**config.mk**
```make
export PLATFORM = sky130hd
export DESIGN_NAME = stopwatch_ctrl
export DESIGN_NICKNAME = d
export VERILOG_FILES = /design/src/rtl/stopwatch_pkg.sv /design/src/rtl/tick_prescaler.sv /design/src/rtl/stopwatch_ctrl.sv
export SDC_FILE = /design/constraint.sdc
export NUM_CORES = 1
export LEC_CHECK = 0
export ABC_AREA = 1
export CORE_MARGIN = 5
export CORE_UTILIZATION = 45
export DETAILED_ROUTE_END_ITERATION = 7
export GPL_TIMING_DRIVEN = 0
export PLACE_DENSITY_LB_ADDON = 0.15
export SYNTH_ARGS = -nofsm -noshare
export SYNTH_HDL_FRONTEND = slang
export SYNTH_HIERARCHICAL = 1
export SYNTH_SLANG_ARGS = --single-unit
export TNS_END_PERCENT = 10
```
**constraint.sdc**
```tcl
create_clock -name clock_in -period 4.4 [get_ports clock_in]
set_input_delay 0.66 -clock clock_in [delete_from_list [all_inputs] [get_ports clock_in]]
set_output_delay 0.66 -clock clock_in [all_outputs]
set_load 0.01 [all_outputs]
```
**src/rtl/stopwatch_pkg.sv**
```systemverilog
// Shared types and constants for the stopwatch: FSM states, BCD time layout, digit limits.
// Latency: n/a; backpressure: n/a.
package stopwatch_pkg;

    localparam int DISP_W = 24;

    localparam logic [3:0] DIGIT_MAX = 4'd9;
    localparam logic [3:0] TENS_MAX  = 4'd5;

    typedef enum logic [1:0] {
        ST_IDLE  = 2'b00,
        ST_RUN   = 2'b01,
        ST_PAUSE = 2'b10,
        ST_LAP   = 2'b11
    } state_t;

    // Field order matches the display word {mm_t, mm_o, ss_t, ss_o, cc_t, cc_o}.
    typedef struct packed {
        logic [3:0] mm_t;
        logic [3:0] mm_o;
        logic [3:0] ss_t;
        logic [3:0] ss_o;
        logic [3:0] cc_t;
        logic [3:0] cc_o;
    } bcd_time_t;

    function automatic int tick_div(input int clk_hz, input int tick_hz);
        return clk_hz / tick_hz;
    endfunction

endpackage

```
**src/rtl/tick_prescaler.sv**
```systemverilog
// Clock-enable prescaler: tick is combinational, high in the last cycle of each DIV-cycle period.
// Latency: tick in the DIV-th enabled cycle after clear; backpressure: none, holds count while en is low.
module tick_prescaler #(
    parameter int DIV = 10
) (
    input  logic clock_in,
    input  logic reset_n,
    input  logic en,
    input  logic clr,
    output logic tick
);

    localparam int CW = (DIV > 1) ? $clog2(DIV) : 1;
    localparam logic [CW-1:0] LAST = CW'(DIV - 1);

    logic [CW-1:0] cnt_q;
    logic [CW-1:0] cnt_d;

    assign tick = en && (cnt_q == LAST);

    always_comb begin
        cnt_d = cnt_q;
        if (clr) begin
            cnt_d = '0;
        end else if (tick) begin
            cnt_d = '0;
        end else if (en) begin
            cnt_d = cnt_q + CW'(1);
        end
    end

    always_ff @(posedge clock_in or negedge reset_n) begin
        if (!reset_n) begin
            cnt_q <= '0;
        end else begin
            cnt_q <= cnt_d;
        end
    end

endmodule

```
**src/rtl/stopwatch_ctrl.sv**
```systemverilog
// Stopwatch sequencer: run/pause/lap/clear FSM, gated prescaler, mm:ss.cc BCD counter, display mux.
// Latency: button pulse to state change 1 cycle, tick to display 1 cycle; backpressure: none.
module stopwatch_ctrl
    import stopwatch_pkg::*;
#(
    parameter int CLK_HZ  = 100000000,
    parameter int TICK_HZ = 100
) (
    input  logic              clock_in,
    input  logic              reset_n,
    input  logic              start_stop,
    input  logic              lap,
    input  logic              clear,
    output logic [DISP_W-1:0] disp_bcd,
    output logic              running,
    output logic              lap_active,
    output logic              overflow,
    output logic              tick_out
);

    localparam int TICK_DIV = tick_div(CLK_HZ, TICK_HZ);

    if ((CLK_HZ % TICK_HZ) != 0 || TICK_DIV < 2) begin : g_bad_div
        $error("stopwatch_ctrl: CLK_HZ/TICK_HZ must be an integer >= 2");
    end

    state_t    state_q, state_d;
    bcd_time_t time_q, time_d;
    bcd_time_t lap_q, lap_d;
    logic      overflow_q, overflow_d;
    logic      tick_out_q;

    logic      counting;
    logic      enter_idle;
    logic      tick;
    bcd_time_t time_inc;
    logic      time_wrap;

    assign counting   = (state_q == ST_RUN) || (state_q == ST_LAP);
    assign enter_idle = (state_d == ST_IDLE);

    tick_prescaler #(
        .DIV(TICK_DIV)
    ) u_prescaler (
        .clock_in(clock_in),
        .reset_n (reset_n),
        .en      (counting),
        .clr     (enter_idle),
        .tick    (tick)
    );

    always_comb begin
        state_d = state_q;
        case (state_q)
            ST_IDLE: begin
                if (start_stop) state_d = ST_RUN;
            end
            ST_RUN: begin
                if (start_stop)  state_d = ST_PAUSE;
                else if (lap)    state_d = ST_LAP;
            end
            ST_LAP: begin
                if (start_stop)  state_d = ST_PAUSE;
                else if (lap)    state_d = ST_RUN;
            end
            ST_PAUSE: begin
                if (start_stop)  state_d = ST_RUN;
                else if (clear)  state_d = ST_IDLE;
            end
            default: state_d = ST_IDLE;
        endcase
    end

    // Ripple carry through the six BCD digits; wrap flags 59:59.99 -> 00:00.00.
    always_comb begin
        time_inc  = time_q;
        time_wrap = 1'b0;
        if (time_q.cc_o != DIGIT_MAX) begin
            time_inc.cc_o = time_q.cc_o + 4'd1;
        end else begin
            time_inc.cc_o = 4'd0;
            if (time_q.cc_t != DIGIT_MAX) begin
                time_inc.cc_t = time_q.cc_t + 4'd1;
            end else begin
                time_inc.cc_t = 4'd0;
                if (time_q.ss_o != DIGIT_MAX) begin
                    time_inc.ss_o = time_q.ss_o + 4'd1;
                end else begin
                    time_inc.ss_o = 4'd0;
                    if (time_q.ss_t != TENS_MAX) begin
                        time_inc.ss_t = time_q.ss_t + 4'd1;
                    end else begin
                        time_inc.ss_t = 4'd0;
                        if (time_q.mm_o != DIGIT_MAX) begin
                            time_inc.mm_o = time_q.mm_o + 4'd1;
                        end else begin
                            time_inc.mm_o = 4'd0;
                            if (time_q.mm_t != TENS_MAX) begin
                                time_inc.mm_t = time_q.mm_t + 4'd1;
                            end else begin
                                time_inc.mm_t = 4'd0;
                                time_wrap     = 1'b1;
                            end
                        end
                    end
                end
            end
        end
    end

    always_comb begin
        time_d     = time_q;
        overflow_d = overflow_q;
        lap_d      = lap_q;
        if (enter_idle) begin
            time_d     = '0;
            overflow_d = 1'b0;
        end else if (tick) begin
            time_d = time_inc;
            if (time_wrap) overflow_d = 1'b1;
        end
        // Capture reads time_q, so a coincident tick is not included.
        if (state_q == ST_RUN && lap && !start_stop) begin
            lap_d = time_q;
        end
    end

    always_ff @(posedge clock_in or negedge reset_n) begin
        if (!reset_n) begin
            state_q    <= ST_IDLE;
            time_q     <= '0;
            lap_q      <= '0;
            overflow_q <= 1'b0;
            tick_out_q <= 1'b0;
        end else begin
            state_q    <= state_d;
            time_q     <= time_d;
            lap_q      <= lap_d;
            overflow_q <= overflow_d;
            tick_out_q <= tick;
        end
    end

    assign disp_bcd   = (state_q == ST_LAP) ? lap_q : time_q;
    assign running    = counting;
    assign lap_active = (state_q == ST_LAP);
    assign overflow   = overflow_q;
    assign tick_out   = tick_out_q;

endmodule

```
* After elaboration in Yosys (flattened, before gate mapping)
Index checks and enable logic that the tools add are counted.
W data, S select, Z words.
** Cells by class
- Mux-type cells :: 34
- Reductions and logical operators :: 16
- Add/subtract/negate cells :: 7
- Equal/unequal tests :: 15
** Operators with widths (count)
- $mux W20 :: 4
- $mux W24 :: 3
- $mux W4 :: 7
- $add A4 B1 Y4 const B :: 6
- $add A20 B1 Y20 const B :: 1
- $eq A20 B20 Y1 const B :: 1
- $mux W16 :: 1
- $ne A4 B4 Y1 const B :: 4
- $mux W2 :: 7
- $mux W12 :: 1
- $ne A2 B2 Y1 const B :: 5
- $mux W1 :: 9
- $mux W8 :: 1
- $ne A4 B3 Y1 const B :: 2
- $pmux W2 S4 :: 1
- $reduce_and A6 Y1 :: 1
- $reduce_and A5 Y1 :: 1
- $eq A2 B2 Y1 const B :: 2
- $logic_not A2 Y1 :: 2
- $reduce_and A2 Y1 :: 2
- $reduce_and A4 Y1 :: 1
- $reduce_bool A2 Y1 :: 2
- $logic_and A1 B1 Y1 :: 3
- $reduce_and A3 Y1 :: 1
- 4 further kinds :: 4
** Storage, ports and cells
- Register bits :: 72
- Word-level logic and storage cells :: 88
- Input port bits :: 5
- Output and inout bits :: 28

* Longest topological paths before layout
Gate-level depths: netlist (run 1).
- Depth after elaboration :: 10
- Gate-level depth with buffers :: 11
- Gate-level depth less buffers :: 11

* By module
Netlist (run 1), hierarchy kept.
** By module, submodules not included
- stopwatch_ctrl :: area an instance 2861.5 um^2, cells an instance 348, instances 1, seq. area each 1301.2 um^2
- tick_prescaler :: area an instance 1257.5 um^2, cells an instance 170, instances 1, seq. area each 500.5 um^2

* Worst setup path after synthesis (run 1)
OpenSTA, ideal clock, no wires.
- Path kind :: input-to-reg
- Start point :: input port clear
- End point :: register u_prescaler.cnt_q[13]
- Path buffers :: 0
- Data arrival time :: 1.866 ns
- Setup slack :: 2.414 ns
- Required time :: 4.280 ns
- Cell stages on the path :: 10
- Library setup time :: 0.120 ns
- Cells stage by stage :: o211ai_4 inv_1 nor2_4 inv_4 nand2_4 inv_4 nand3_2 nor2_1 o21ai_0 nor2_1
** On the way
- Longest elaborated chain between the ends :: 5
- Elaborated cells on any way between the ends :: 6
- Classes of those cells :: 4 x mux; 2 x reduce/logical
** Ends and longest elaborated chain
- start: declaration :: RTL line stopwatch_ctrl.sv:13 : input logic clear,
- $mux W2 (*) :: RTL line stopwatch_ctrl.sv:68 : else if (clear) state_d = ST_IDLE;
- $mux W2 (*) :: RTL line stopwatch_ctrl.sv:67 : if (start_stop) state_d = ST_RUN;
- $pmux W2 S4 (*) :: RTL line stopwatch_ctrl.sv:54 : case (state_q)
- $logic_not A2 Y1 (*) :: RTL line stopwatch_ctrl.sv:40 : assign enter_idle = (state_d == ST_IDLE);
- net enter_idle :: RTL line stopwatch_ctrl.sv:34 : logic enter_idle;
- $reduce_bool A3 Y1 (no source line) or $mux W20 (tied branches)
- end signal: assignment :: RTL line tick_prescaler.sv:36 : cnt_q <= cnt_d;
- end: declaration :: RTL line tick_prescaler.sv:16 : logic [CW-1:0] cnt_q;
Mark *: on every way through the listed nets, which the timed path passes. The rest lies on a longest branch.
A chain may end at the register's enable or synchronous reset.

* Worst setup path after layout (run 1)
- Start point :: register state_q[0]
- End point :: output port disp_bcd[16]
** On the way
- Longest elaborated chain between the ends :: 2
** Ends and longest elaborated chain
- start: declaration :: RTL line stopwatch_ctrl.sv:27 : state_t state_q, state_d;
- start signal: assignment :: RTL line stopwatch_ctrl.sv:136 : state_q <= state_d;
- $eq A2 B2 Y1 :: RTL line stopwatch_ctrl.sv:144 : assign disp_bcd = (state_q == ST_LAP) ? lap_q : time_q;
- $mux W24 :: RTL line stopwatch_ctrl.sv:144
- end: declaration :: RTL line stopwatch_ctrl.sv:14 : output logic [DISP_W-1:0] disp_bcd,
Every way passes these cells.

==> flow_summary.html, run 1 <==
<table>
<tr><th>Metric</th><th>Value</th></tr>
<tr><th colspan="2">Routing</th></tr>
<tr><td>First-pass detailed-route iteration total</td><td>5</td></tr>
<tr><td>DRC violation count after routing</td><td>0</td></tr>
<tr><td>Post-route antenna net violation count</td><td>0</td></tr>
<tr><td>Detailed-route vias per instance</td><td>approximately 5.3</td></tr>
<tr><td>WL per Instance</td><td>14.6 um</td></tr>
<tr><td>Iter 0 DRT Violations</td><td>210</td></tr>
<tr><td>Total number of vias</td><td>~3,600</td></tr>
<tr><td>Total wire length after detailed routing</td><td>around 10000 um</td></tr>
<tr><th colspan="2">Finish</th></tr>
<tr><td>Top library cells by usage in the layout, fill and taps aside</td><td>sky130_fd_sc_hd__nand2_1, sky130_fd_sc_hd__dfrtp_1, sky130_fd_sc_hd__o21ai_0, sky130_fd_sc_hd__inv_1, sky130_fd_sc_hd__nor2_1</td></tr>
<tr><td>Number of filler instances in the final layout</td><td>877</td></tr>
<tr><td>Diode count</td><td>0</td></tr>
<tr><td>Most common library cell in the layout ignoring fill and taps</td><td>sky130_fd_sc_hd__nand2_1</td></tr>
<tr><td>Final Util</td><td>approximately 53%</td></tr>
<tr><td>Layout cell share with drive strength beyond 1</td><td>10.2%</td></tr>
<tr><td>Layout area overhead</td><td>16.6%</td></tr>
<tr><td>Nets@finish</td><td>580</td></tr>
<tr><th colspan="2">Logic synthesis</th></tr>
<tr><td>Proportion of netlist area held by the largest area contributor</td><td>a little over two fifths</td></tr>
<tr><td>Count of yosys warnings during synthesis</td><td>6</td></tr>
<tr><td>Adder-Cell Fraction of Synth Area</td><td>3.95%</td></tr>
<tr><td>Post-Syn Instances</td><td>518</td></tr>
<tr><td>Leading area contributor after synthesis</td><td>sky130_fd_sc_hd__dfrtp_1</td></tr>
<tr><td>Simple-gate share of the synthesized area</td><td>29.5%</td></tr>
<tr><td>Number of enable-type register cells in the synthesized netlist</td><td>0</td></tr>
<tr><td>Synthesized-area fraction occupied by ao, oa, aoi and oai cells</td><td>12.1%</td></tr>
<tr><td>Avg Inst Size Synth</td><td>7.95 sq um</td></tr>
<tr><td>Most used flip-flop cell after synthesis</td><td>sky130_fd_sc_hd__dfrtp_1</td></tr>
<tr><td>Synthesized cell area</td><td>between 4000 and 5000 sq um</td></tr>
<tr><td>Number of unique standard cell types used by synthesis</td><td>36</td></tr>
<tr><td>Flop and latch count out of synthesis</td><td>72</td></tr>
<tr><td>Biggest area contributors in the synthesized netlist</td><td>sky130_fd_sc_hd__dfrtp_1, sky130_fd_sc_hd__nand2_1, sky130_fd_sc_hd__o21ai_0, sky130_fd_sc_hd__inv_1, sky130_fd_sc_hd__nor2_1</td></tr>
<tr><td>Async S/R FF share, synth</td><td>100%</td></tr>
<tr><td>Largest family of logic cells by synthesized area</td><td>simple AND/OR/NAND/NOR gates</td></tr>
<tr><td>Mux share of post-synthesis cell area</td><td>0%</td></tr>
<tr><td>Proportion of synthesized chip area in sequential cells</td><td>43.7%</td></tr>
<tr><td>Share of the synthesized netlist area taken by xor and xnor gates</td><td>3.19%</td></tr>
<tr><td>Syn nets</td><td>536</td></tr>
<tr><th colspan="2">Clock tree</th></tr>
<tr><td>Sink count of the clock tree</td><td>between 70 and 80</td></tr>
<tr><td>Number of hold buffers added after cts</td><td>0</td></tr>
<tr><td>CTS max path bufs</td><td>2</td></tr>
<tr><td>Root buffer cell</td><td>sky130_fd_sc_hd__clkbuf_8</td></tr>
<tr><td>CTS H-tree lvls</td><td>3</td></tr>
<tr><td>Clock edge transition at the registers on the reported setup and hold paths</td><td>0.08 ns</td></tr>
<tr><td>Setup Buffers After CTS</td><td>0</td></tr>
<tr><td>Clock insertion delay at the later pin of the skew report</td><td>0.36 ns</td></tr>
<tr><td>Cts repair resizes</td><td>0</td></tr>
<tr><td>CTS tree</td><td>built</td></tr>
<tr><td>Total clock buffers created by CTS</td><td>9</td></tr>
<tr><th colspan="2">GRT</th></tr>
<tr><td>Via count of the first global-routing pass</td><td>3,511</td></tr>
<tr><td>Global-route wire length before repair</td><td>17,000 um</td></tr>
<tr><td>Initial antenna violation count</td><td>0</td></tr>
<tr><td>All-Layer GR Usage</td><td>18.9%</td></tr>
<tr><td>Maximum number of pins on one net before global-route repair</td><td>60</td></tr>
<tr><td>Remaining Overflow, GRT</td><td>0</td></tr>
<tr><th colspan="2">Floorplanning</th></tr>
<tr><td>Die width</td><td>106 um</td></tr>
<tr><td>Floorplan Core Area</td><td>9060 sq um</td></tr>
<tr><td>Die Outline Area</td><td>11,200 sq um</td></tr>
<tr><td>Floorplan die height</td><td>approximately 110 um</td></tr>
<tr><td>Ports placed on the boundary</td><td>33</td></tr>
<tr><td>Standard-cell row count</td><td>35</td></tr>
<tr><td>Effective utilization at floorplan</td><td>between 40% and 50%</td></tr>
<tr><th colspan="2">Setup path</th></tr>
<tr><td>Worst endpoint required time</td><td>3.74 ns</td></tr>
<tr><td>Type of the setup path with the least slack</td><td>reg -&gt; out</td></tr>
<tr><td>Peak fanout along the critical path</td><td>10</td></tr>
<tr><td>Buffer and inverter count on the worst path</td><td>4</td></tr>
<tr><td>Crit-path slowest cell</td><td>sky130_fd_sc_hd__clkdlybuf4s50_1</td></tr>
<tr><td>Critical path endpoint category</td><td>output port</td></tr>
<tr><td>Worst stage delay on the critical path</td><td>0.60 ns</td></tr>
<tr><td>Dominant cell type by count on the critical path</td><td>sky130_fd_sc_hd__buf_2</td></tr>
<tr><td>Sort of element at the start of the critical path</td><td>register</td></tr>
<tr><td>Endpoint arrival time on the critical path</td><td>2.24 ns</td></tr>
<tr><td>List of cells traversed by the critical path</td><td>nand2_1, inv_1, buf_2, buf_2, o21ai_0, clkdlybuf4s50_1</td></tr>
<tr><td>Category of cells accounting for the largest share of critical-path delay</td><td>buffers and inverters</td></tr>
<tr><th colspan="2">Timing</th></tr>
<tr><td>Final worst path period share</td><td>66.0%</td></tr>
<tr><td>F_max</td><td>344 MHz</td></tr>
<tr><td>Clock period minus worst slack</td><td>2.90 ns</td></tr>
<tr><td>Slew at the pin with the worst max-slew slack</td><td>0.514 ns</td></tr>
<tr><td>Minimum hold slack</td><td>approximately 0.15 ns</td></tr>
<tr><td>RSZ-0062 raised after global routing</td><td>false</td></tr>
<tr><td>Final count of negative-setup-slack endpoints</td><td>0</td></tr>
<tr><td>Worst slew margin</td><td>65.7%</td></tr>
<tr><td>Count of pins over their slew limit</td><td>0</td></tr>
<tr><td>Fin Setup TNS</td><td>0 ns</td></tr>
<tr><td>Final hold violation count</td><td>0</td></tr>
<tr><td>Final worst clock skew</td><td>0.0105 ns</td></tr>
<tr><th colspan="2">Min path</th></tr>
<tr><td>Worst hold path class</td><td>in -&gt; async</td></tr>
<tr><th colspan="2">Pwr</th></tr>
<tr><td>Peak supply drop</td><td>about 0.27 mV</td></tr>
<tr><td>Cell leakage power</td><td>around 2.1 nW</td></tr>
<tr><td>Power density relative to cell area</td><td>528 nW/um^2</td></tr>
<tr><th colspan="2">Place</th></tr>
<tr><td>Port buffer count</td><td>32</td></tr>
<tr><td>HPWL reported at the end of detailed placement</td><td>7400 um</td></tr>
<tr><td>Routability congestion estimate</td><td>roughly 0.8</td></tr>
<tr><th colspan="2">Flow run</th></tr>
<tr><td>MaxCap Viol Count</td><td>0</td></tr>
<tr><th colspan="2">Run status</th></tr>
<tr><td>Run status</td><td>finished, final reports clean</td></tr>
</table>
-- layout make-up --
cell class,instances,area [sq um],area share (%)
Buffer,15,98.8,2.06
Clock buffer,11,141,2.95
Clock inverter,5,56.3,1.17
Inverter,55,211,4.40
Multi-Input combinational cell,376,2010,41.8
Sequential cell,72,1800,37.5
Tap cell,111,139,2.89
Timing Repair Buffer,33,345,7.19
-- sequential cells by signal (all words and copies together) (netlist names) --
register / flops
lap_q: 24
time_q: 24
state_q: 2
u_prescaler/cnt_q: 20
tick_out: 1
overflow: 1
-- worst reg2reg max path, cell delays in order (launching register included) --
cell and delay, ns:
sky130_fd_sc_hd__dfrtp_1 0.43, sky130_fd_sc_hd__clkbuf_1 0.26, sky130_fd_sc_hd__nand3_1 0.14, sky130_fd_sc_hd__nor2_1 0.17
sky130_fd_sc_hd__nand3_2 0.19, sky130_fd_sc_hd__inv_1 0.23, sky130_fd_sc_hd__inv_1 0.15, sky130_fd_sc_hd__o21ai_4 0.31
sky130_fd_sc_hd__nand3_1 0.20, sky130_fd_sc_hd__nand2_1 0.11, sky130_fd_sc_hd__nand2_1 0.05
-- logic make-up after synthesis --
logic type,Yosys count
AND/OR/NAND/NOR,262
buffers and inverters,70
AO/OA/AOI/OAI,86
adder cells (fa/ha/maj),13
XOR/XNOR,15
flip-flops,72
-- final timing paths --
path / from / endpoint / slack, ns / depth (start not counted)
max in group asynchronous: reset_n / time_q[19] / 3.70 / 2
worst min register to register: lap_q[23] / lap_q[23] / 0.49 / 2
min in group clock_in: lap_q[23] / lap_q[23] / 0.49 / 2
worst max register to register: state_q[0] / time_q[16] / 2.05 / 10
worst max-delay path: state_q[0] / disp_bcd[16] / 1.50 / 6
worst min-delay path: reset_n / u_prescaler/cnt_q[15] / 0.15 / 1
-- per-stage QoR --
| stage | power, mW | std cells | setup slack, ns | area (sq um) |
|---|---|---|---|---|
| after floorplan | 1.60 | 518 | 2.41 | 4120 |
| after global placement | 1.99 | 661 | 0.0486 | 4580 |
| after detailed placement | 2.02 | 662 | 1.47 | 4600 |
| after CTS | 2.56 | 678 | 1.46 | 4800 |
| after global routing | 2.73 | 678 | 1.33 | 4800 |
| final | 2.53 | 678 | 1.50 | 4800 |
-- power by group --
group / switching (mW) / internal [mW] / leakage, nW / total (mW)
combinational: 0.618 / 0.426 / 1.08 / 1.04
clock: 0.257 / 0.277 / 0.0993 / 0.533
sequential: 0.143 / 0.811 / 0.965 / 0.954
total: 1.02 / 1.51 / 2.15 / 2.53
-- cell usage after synthesis (3+ instances only) --
library cell,n
sky130_fd_sc_hd__nor2_4,4
sky130_fd_sc_hd__nand2_4,3
sky130_fd_sc_hd__nor2_1,51
sky130_fd_sc_hd__buf_6,5
sky130_fd_sc_hd__xnor2_1,3
sky130_fd_sc_hd__buf_2,4
sky130_fd_sc_hd__ha_1,13
sky130_fd_sc_hd__nand2_2,5
sky130_fd_sc_hd__inv_1,51
sky130_fd_sc_hd__nand3_2,3
sky130_fd_sc_hd__o21ai_0,59
sky130_fd_sc_hd__nand2_1,126
sky130_fd_sc_hd__nand4_1,17
sky130_fd_sc_hd__xor2_1,12
sky130_fd_sc_hd__o21ai_2,5
sky130_fd_sc_hd__o21ai_1,5
sky130_fd_sc_hd__clkbuf_1,6
sky130_fd_sc_hd__nor3_1,5
sky130_fd_sc_hd__nand3b_1,3
sky130_fd_sc_hd__dfrtp_1,72
sky130_fd_sc_hd__nand3_1,38
sky130_fd_sc_hd__a21oi_1,7
sky130_fd_sc_hd__nor2_2,4
-- layer usage --
layer / global-route usage (%) / part of all wire [%]
met3: 4.41 / 3.0
met5: 0 / 0
met1: 22.8 / 44
met2: 33.4 / 51
met4: 5.64 / 2.1
Note: power is estimated with default switching activity, not from simulation.
==> run 2: changes to the inputs <==
==> constraint.sdc (replaced) <==
create_clock -name clock_in -period 2.8 [get_ports clock_in]
set_input_delay 0.42 -clock clock_in [delete_from_list [all_inputs] [get_ports clock_in]]
set_output_delay 0.42 -clock clock_in [all_outputs]
set_load 0.01 [all_outputs]
==> run 2 against run 1 <==
Via count is 0.78% higher. Non-clock buffer count grew 1. Clock power grew 58%. Power is 57% higher. Critical path type unchanged. Highest routed layer unchanged.
==> flow_summary.html, run 2 (synthesis gave the netlist of run 1 again) <==
<table>
<tr><th>Metric</th><th>Value</th></tr>
<tr><th colspan="2">Run status</th></tr>
<tr><td>Run status</td><td>finished, final reports clean</td></tr>
<tr><th colspan="2">Setup path</th></tr>
<tr><td>Category of cells accounting for the largest share of critical-path delay</td><td>buffers and inverters</td></tr>
<tr><td>Critical path endpoint category</td><td>output port</td></tr>
<tr><td>FF-to-FF Start</td><td>state_q[0]</td></tr>
<tr><td>Buffer and inverter count on the worst path</td><td>4 (unchanged)</td></tr>
<tr><td>Peak fanout along the critical path</td><td>10 (unchanged)</td></tr>
<tr><td>Worst stage delay on the critical path</td><td>0.58 ns (-0.02 ns)</td></tr>
<tr><td>Dominant cell type by count on the critical path</td><td>sky130_fd_sc_hd__buf_2</td></tr>
<tr><td>Crit-path slowest cell</td><td>sky130_fd_sc_hd__clkdlybuf4s50_1</td></tr>
<tr><td>Sort of element at the start of the critical path</td><td>register</td></tr>
<tr><td>Type of the setup path with the least slack</td><td>reg -&gt; out</td></tr>
<tr><td>Endpoint arrival time on the critical path</td><td>2.21 ns (-0.03 ns)</td></tr>
<tr><td>Source of the critical timing path</td><td>state_q[0]</td></tr>
<tr><td>List of cells traversed by the critical path</td><td>nand2_1, inv_1, buf_2, buf_2, o21ai_0, clkdlybuf4s50_1</td></tr>
<tr><td>Worst endpoint required time</td><td>2.38 ns (-1.36 ns)</td></tr>
<tr><th colspan="2">Pwr</th></tr>
<tr><td>Switching pwr</td><td>1.60 mW (+58%)</td></tr>
<tr><td>Switching part of the total</td><td>40.3% (about the same)</td></tr>
<tr><td>Combinational group share of total power</td><td>41.3% (about the same)</td></tr>
<tr><td>Sequential share of power</td><td>37.6% (about the same)</td></tr>
<tr><td>Power density relative to cell area</td><td>829 nW/um^2 (+57%)</td></tr>
<tr><td>Cell leakage power</td><td>2.16 nW (+0.35%)</td></tr>
<tr><td>Peak supply drop</td><td>0.430 mV (+57%)</td></tr>
<tr><td>Share of total power in the clock network</td><td>21.1% (about the same)</td></tr>
<tr><td>Internal Dissipation</td><td>2.38 mW (+57%)</td></tr>
<tr><th colspan="2">Clock tree</th></tr>
<tr><td>CTS H-tree lvls</td><td>3 (unchanged)</td></tr>
<tr><td>Root buffer cell</td><td>sky130_fd_sc_hd__clkbuf_8</td></tr>
<tr><td>Sink count of the clock tree</td><td>72 (unchanged)</td></tr>
<tr><td>Setup Buffers After CTS</td><td>0 (unchanged)</td></tr>
<tr><td>CTS max path bufs</td><td>2 (unchanged)</td></tr>
<tr><td>Clock edge transition at the registers on the reported setup and hold paths</td><td>0.08 ns (about the same)</td></tr>
<tr><td>Clock insertion delay at the later pin of the skew report</td><td>0.36 ns (about the same)</td></tr>
<tr><td>Total clock buffers created by CTS</td><td>9 (unchanged)</td></tr>
<tr><td>CTS tree</td><td>built</td></tr>
<tr><th colspan="2">Finish</th></tr>
<tr><td>Sequential standard cell area</td><td>1800 sq um (unchanged)</td></tr>
<tr><td>Number of filler instances in the final layout</td><td>874 (-0.34%)</td></tr>
<tr><td>Layout cell share with drive strength beyond 1</td><td>10.4% (+0.16 points)</td></tr>
<tr><td>Diode count</td><td>0 (unchanged)</td></tr>
<tr><td>Area of the multi-input gates</td><td>2010 sq um (unchanged)</td></tr>
<tr><td>Post-route insts no fill</td><td>679 (+0.15%)</td></tr>
<tr><td>Regs by FF count</td><td>lap_q x24, time_q x24, u_prescaler/cnt_q x20</td></tr>
<tr><td>Layout area overhead</td><td>16.8%</td></tr>
<tr><td>Top library cells by usage in the layout, fill and taps aside</td><td>sky130_fd_sc_hd__nand2_1, sky130_fd_sc_hd__dfrtp_1, sky130_fd_sc_hd__o21ai_0, sky130_fd_sc_hd__inv_1, sky130_fd_sc_hd__nor2_1</td></tr>
<tr><td>Nets@finish</td><td>581 (+0.17%)</td></tr>
<tr><td>Most common library cell in the layout ignoring fill and taps</td><td>sky130_fd_sc_hd__nand2_1</td></tr>
<tr><th colspan="2">Routing</th></tr>
<tr><td>Total wire length after detailed routing</td><td>9910 um (+0.16%)</td></tr>
<tr><td>Met2 routed wirelength</td><td>5030 um (-0.14%)</td></tr>
<tr><td>Iter 0 DRT Violations</td><td>191 (-9.0%)</td></tr>
<tr><td>Max Used Layer</td><td>met4</td></tr>
<tr><td>WL per Instance</td><td>14.6 um (about the same)</td></tr>
<tr><td>Met3 Routed Length</td><td>366 um (+25%)</td></tr>
<tr><td>Total number of vias</td><td>3,600 (+0.78%)</td></tr>
<tr><td>Met1 routed wirelength after detailed routing</td><td>4310 um (-1.1%)</td></tr>
<tr><td>Post-route antenna net violation count</td><td>0 (unchanged)</td></tr>
<tr><td>Detailed-route vias per instance</td><td>5.30 (+0.64%)</td></tr>
<tr><td>DRC violation count after routing</td><td>0 (unchanged)</td></tr>
<tr><td>First-pass detailed-route iteration total</td><td>6 (+1)</td></tr>
<tr><th colspan="2">GRT</th></tr>
<tr><td>Remaining Overflow, GRT</td><td>0 (unchanged)</td></tr>
<tr><td>Via count of the first global-routing pass</td><td>3,511 (unchanged)</td></tr>
<tr><td>Initial antenna violation count</td><td>0 (unchanged)</td></tr>
<tr><td>All-Layer GR Usage</td><td>18.9% (unchanged)</td></tr>
<tr><td>Maximum number of pins on one net before global-route repair</td><td>60 (unchanged)</td></tr>
<tr><td>Global-route wire length before repair</td><td>17,000 um (unchanged)</td></tr>
<tr><th colspan="2">Place</th></tr>
<tr><td>Port buffer count</td><td>32 (unchanged)</td></tr>
<tr><td>Count of placed standard cells including taps</td><td>662 (unchanged)</td></tr>
<tr><td>HPWL reported at the end of detailed placement</td><td>7400 um (unchanged)</td></tr>
<tr><td>Routability congestion estimate</td><td>0.804 (unchanged)</td></tr>
<tr><th colspan="2">Timing</th></tr>
<tr><td>Final hold violation count</td><td>0 (unchanged)</td></tr>
<tr><td>Final worst path period share</td><td>between 90% and 100%</td></tr>
<tr><td>Final worst clock skew</td><td>0.0116 ns (+0.00110 ns)</td></tr>
<tr><td>RSZ-0062 raised after global routing</td><td>false</td></tr>
<tr><td>Count of pins over their slew limit</td><td>0 (unchanged)</td></tr>
<tr><td>Slew at the pin with the worst max-slew slack</td><td>0.506 ns (-0.00862 ns)</td></tr>
<tr><td>Clock period minus worst slack</td><td>~2.6 ns</td></tr>
<tr><td>Minimum hold slack</td><td>0.453 ns (+0.305 ns)</td></tr>
<tr><td>Worst slew margin</td><td>66.3% (+0.57 points)</td></tr>
<tr><td>Final count of negative-setup-slack endpoints</td><td>0 (unchanged)</td></tr>
<tr><td>F_max</td><td>380 MHz</td></tr>
<tr><td>Fin Setup TNS</td><td>0 ns (unchanged)</td></tr>
<tr><th colspan="2">Floorplanning</th></tr>
<tr><td>Die Outline Area</td><td>11,200 sq um (unchanged)</td></tr>
<tr><td>Standard-cell row count</td><td>35 (unchanged)</td></tr>
<tr><td>Floorplan die height</td><td>106 um (unchanged)</td></tr>
<tr><td>Floorplan Core Area</td><td>9060 sq um (unchanged)</td></tr>
<tr><td>Effective utilization at floorplan</td><td>45.4% (unchanged)</td></tr>
<tr><td>Die width</td><td>106 um (unchanged)</td></tr>
<tr><td>Ports placed on the boundary</td><td>33 (unchanged)</td></tr>
<tr><th colspan="2">Flow run</th></tr>
<tr><td>MaxCap Viol Count</td><td>0 (unchanged)</td></tr>
<tr><th colspan="2">Min path</th></tr>
<tr><td>Worst hold path class</td><td>in -&gt; async</td></tr>
</table>
[run 2: power groups by stage]
stage	Sequential [mW]	Clock (mW)	Combinational, mW
after floorplan	1.46	0	1.05
after global placement	1.50	0	1.62
after detailed placement	1.52	0	1.66
after CTS	1.50	0.864	1.67
after global routing	1.54	0.916	1.83
final	1.50	0.840	1.65
[run 2: area by class of cell]
cell class,instances,area share [%]
clock buffers,11,2.94
plain buffers,15,2.08
clock inverters,5,1.17
inverters,55,4.39
repair buffers,34,7.38
well taps,111,2.89
multi-input cells,376,41.7
flip-flops and latches,72,37.4
[run 2: timing repair]
item,4_1_cts,5_1_grt
hold buffers,1,0
resized for setup,0,3
endpoints found under the hold margin,13,0
setup endpoints to repair,0,2
[run 2: final timing paths]
kind	to	slack (ns)	cells after the start
setup / recovery	disp_bcd[17]	0.17	6
hold / removal	u_prescaler/cnt_q[1]	0.45	2
setup reg to reg	time_q[16]	0.42	10
hold reg to reg	lap_q[23]	0.49	2
max in group asynchronous	time_q[19]	1.79	3
min in group clock_in	lap_q[23]	0.49	2
[run 2: through the flow]
stage               setup WS (ns)  utilization, %  cell area (sq um)  power (mW)
floorplan                   0.877               -               4120        2.51
detailed placement          0.115            50.8               4600        3.17
CTS                         0.102            53.1               4810        4.03
global placement            -1.31            50.5               4580        3.12
global route               0.0196            53.1               4810        4.29
finish                      0.171            53.1               4810        3.99
[run 2: routing by layer]
| layer | vias up | GRT usage [%] |
|---|---|---|
| li1 | 1781 | - |
| met1 | 1722 | 22.8 |
| met2 | 78 | 33.4 |
| met3 | 19 | 4.41 |
| met4 | 0 | 5.64 |
| met5 | - | 0 |
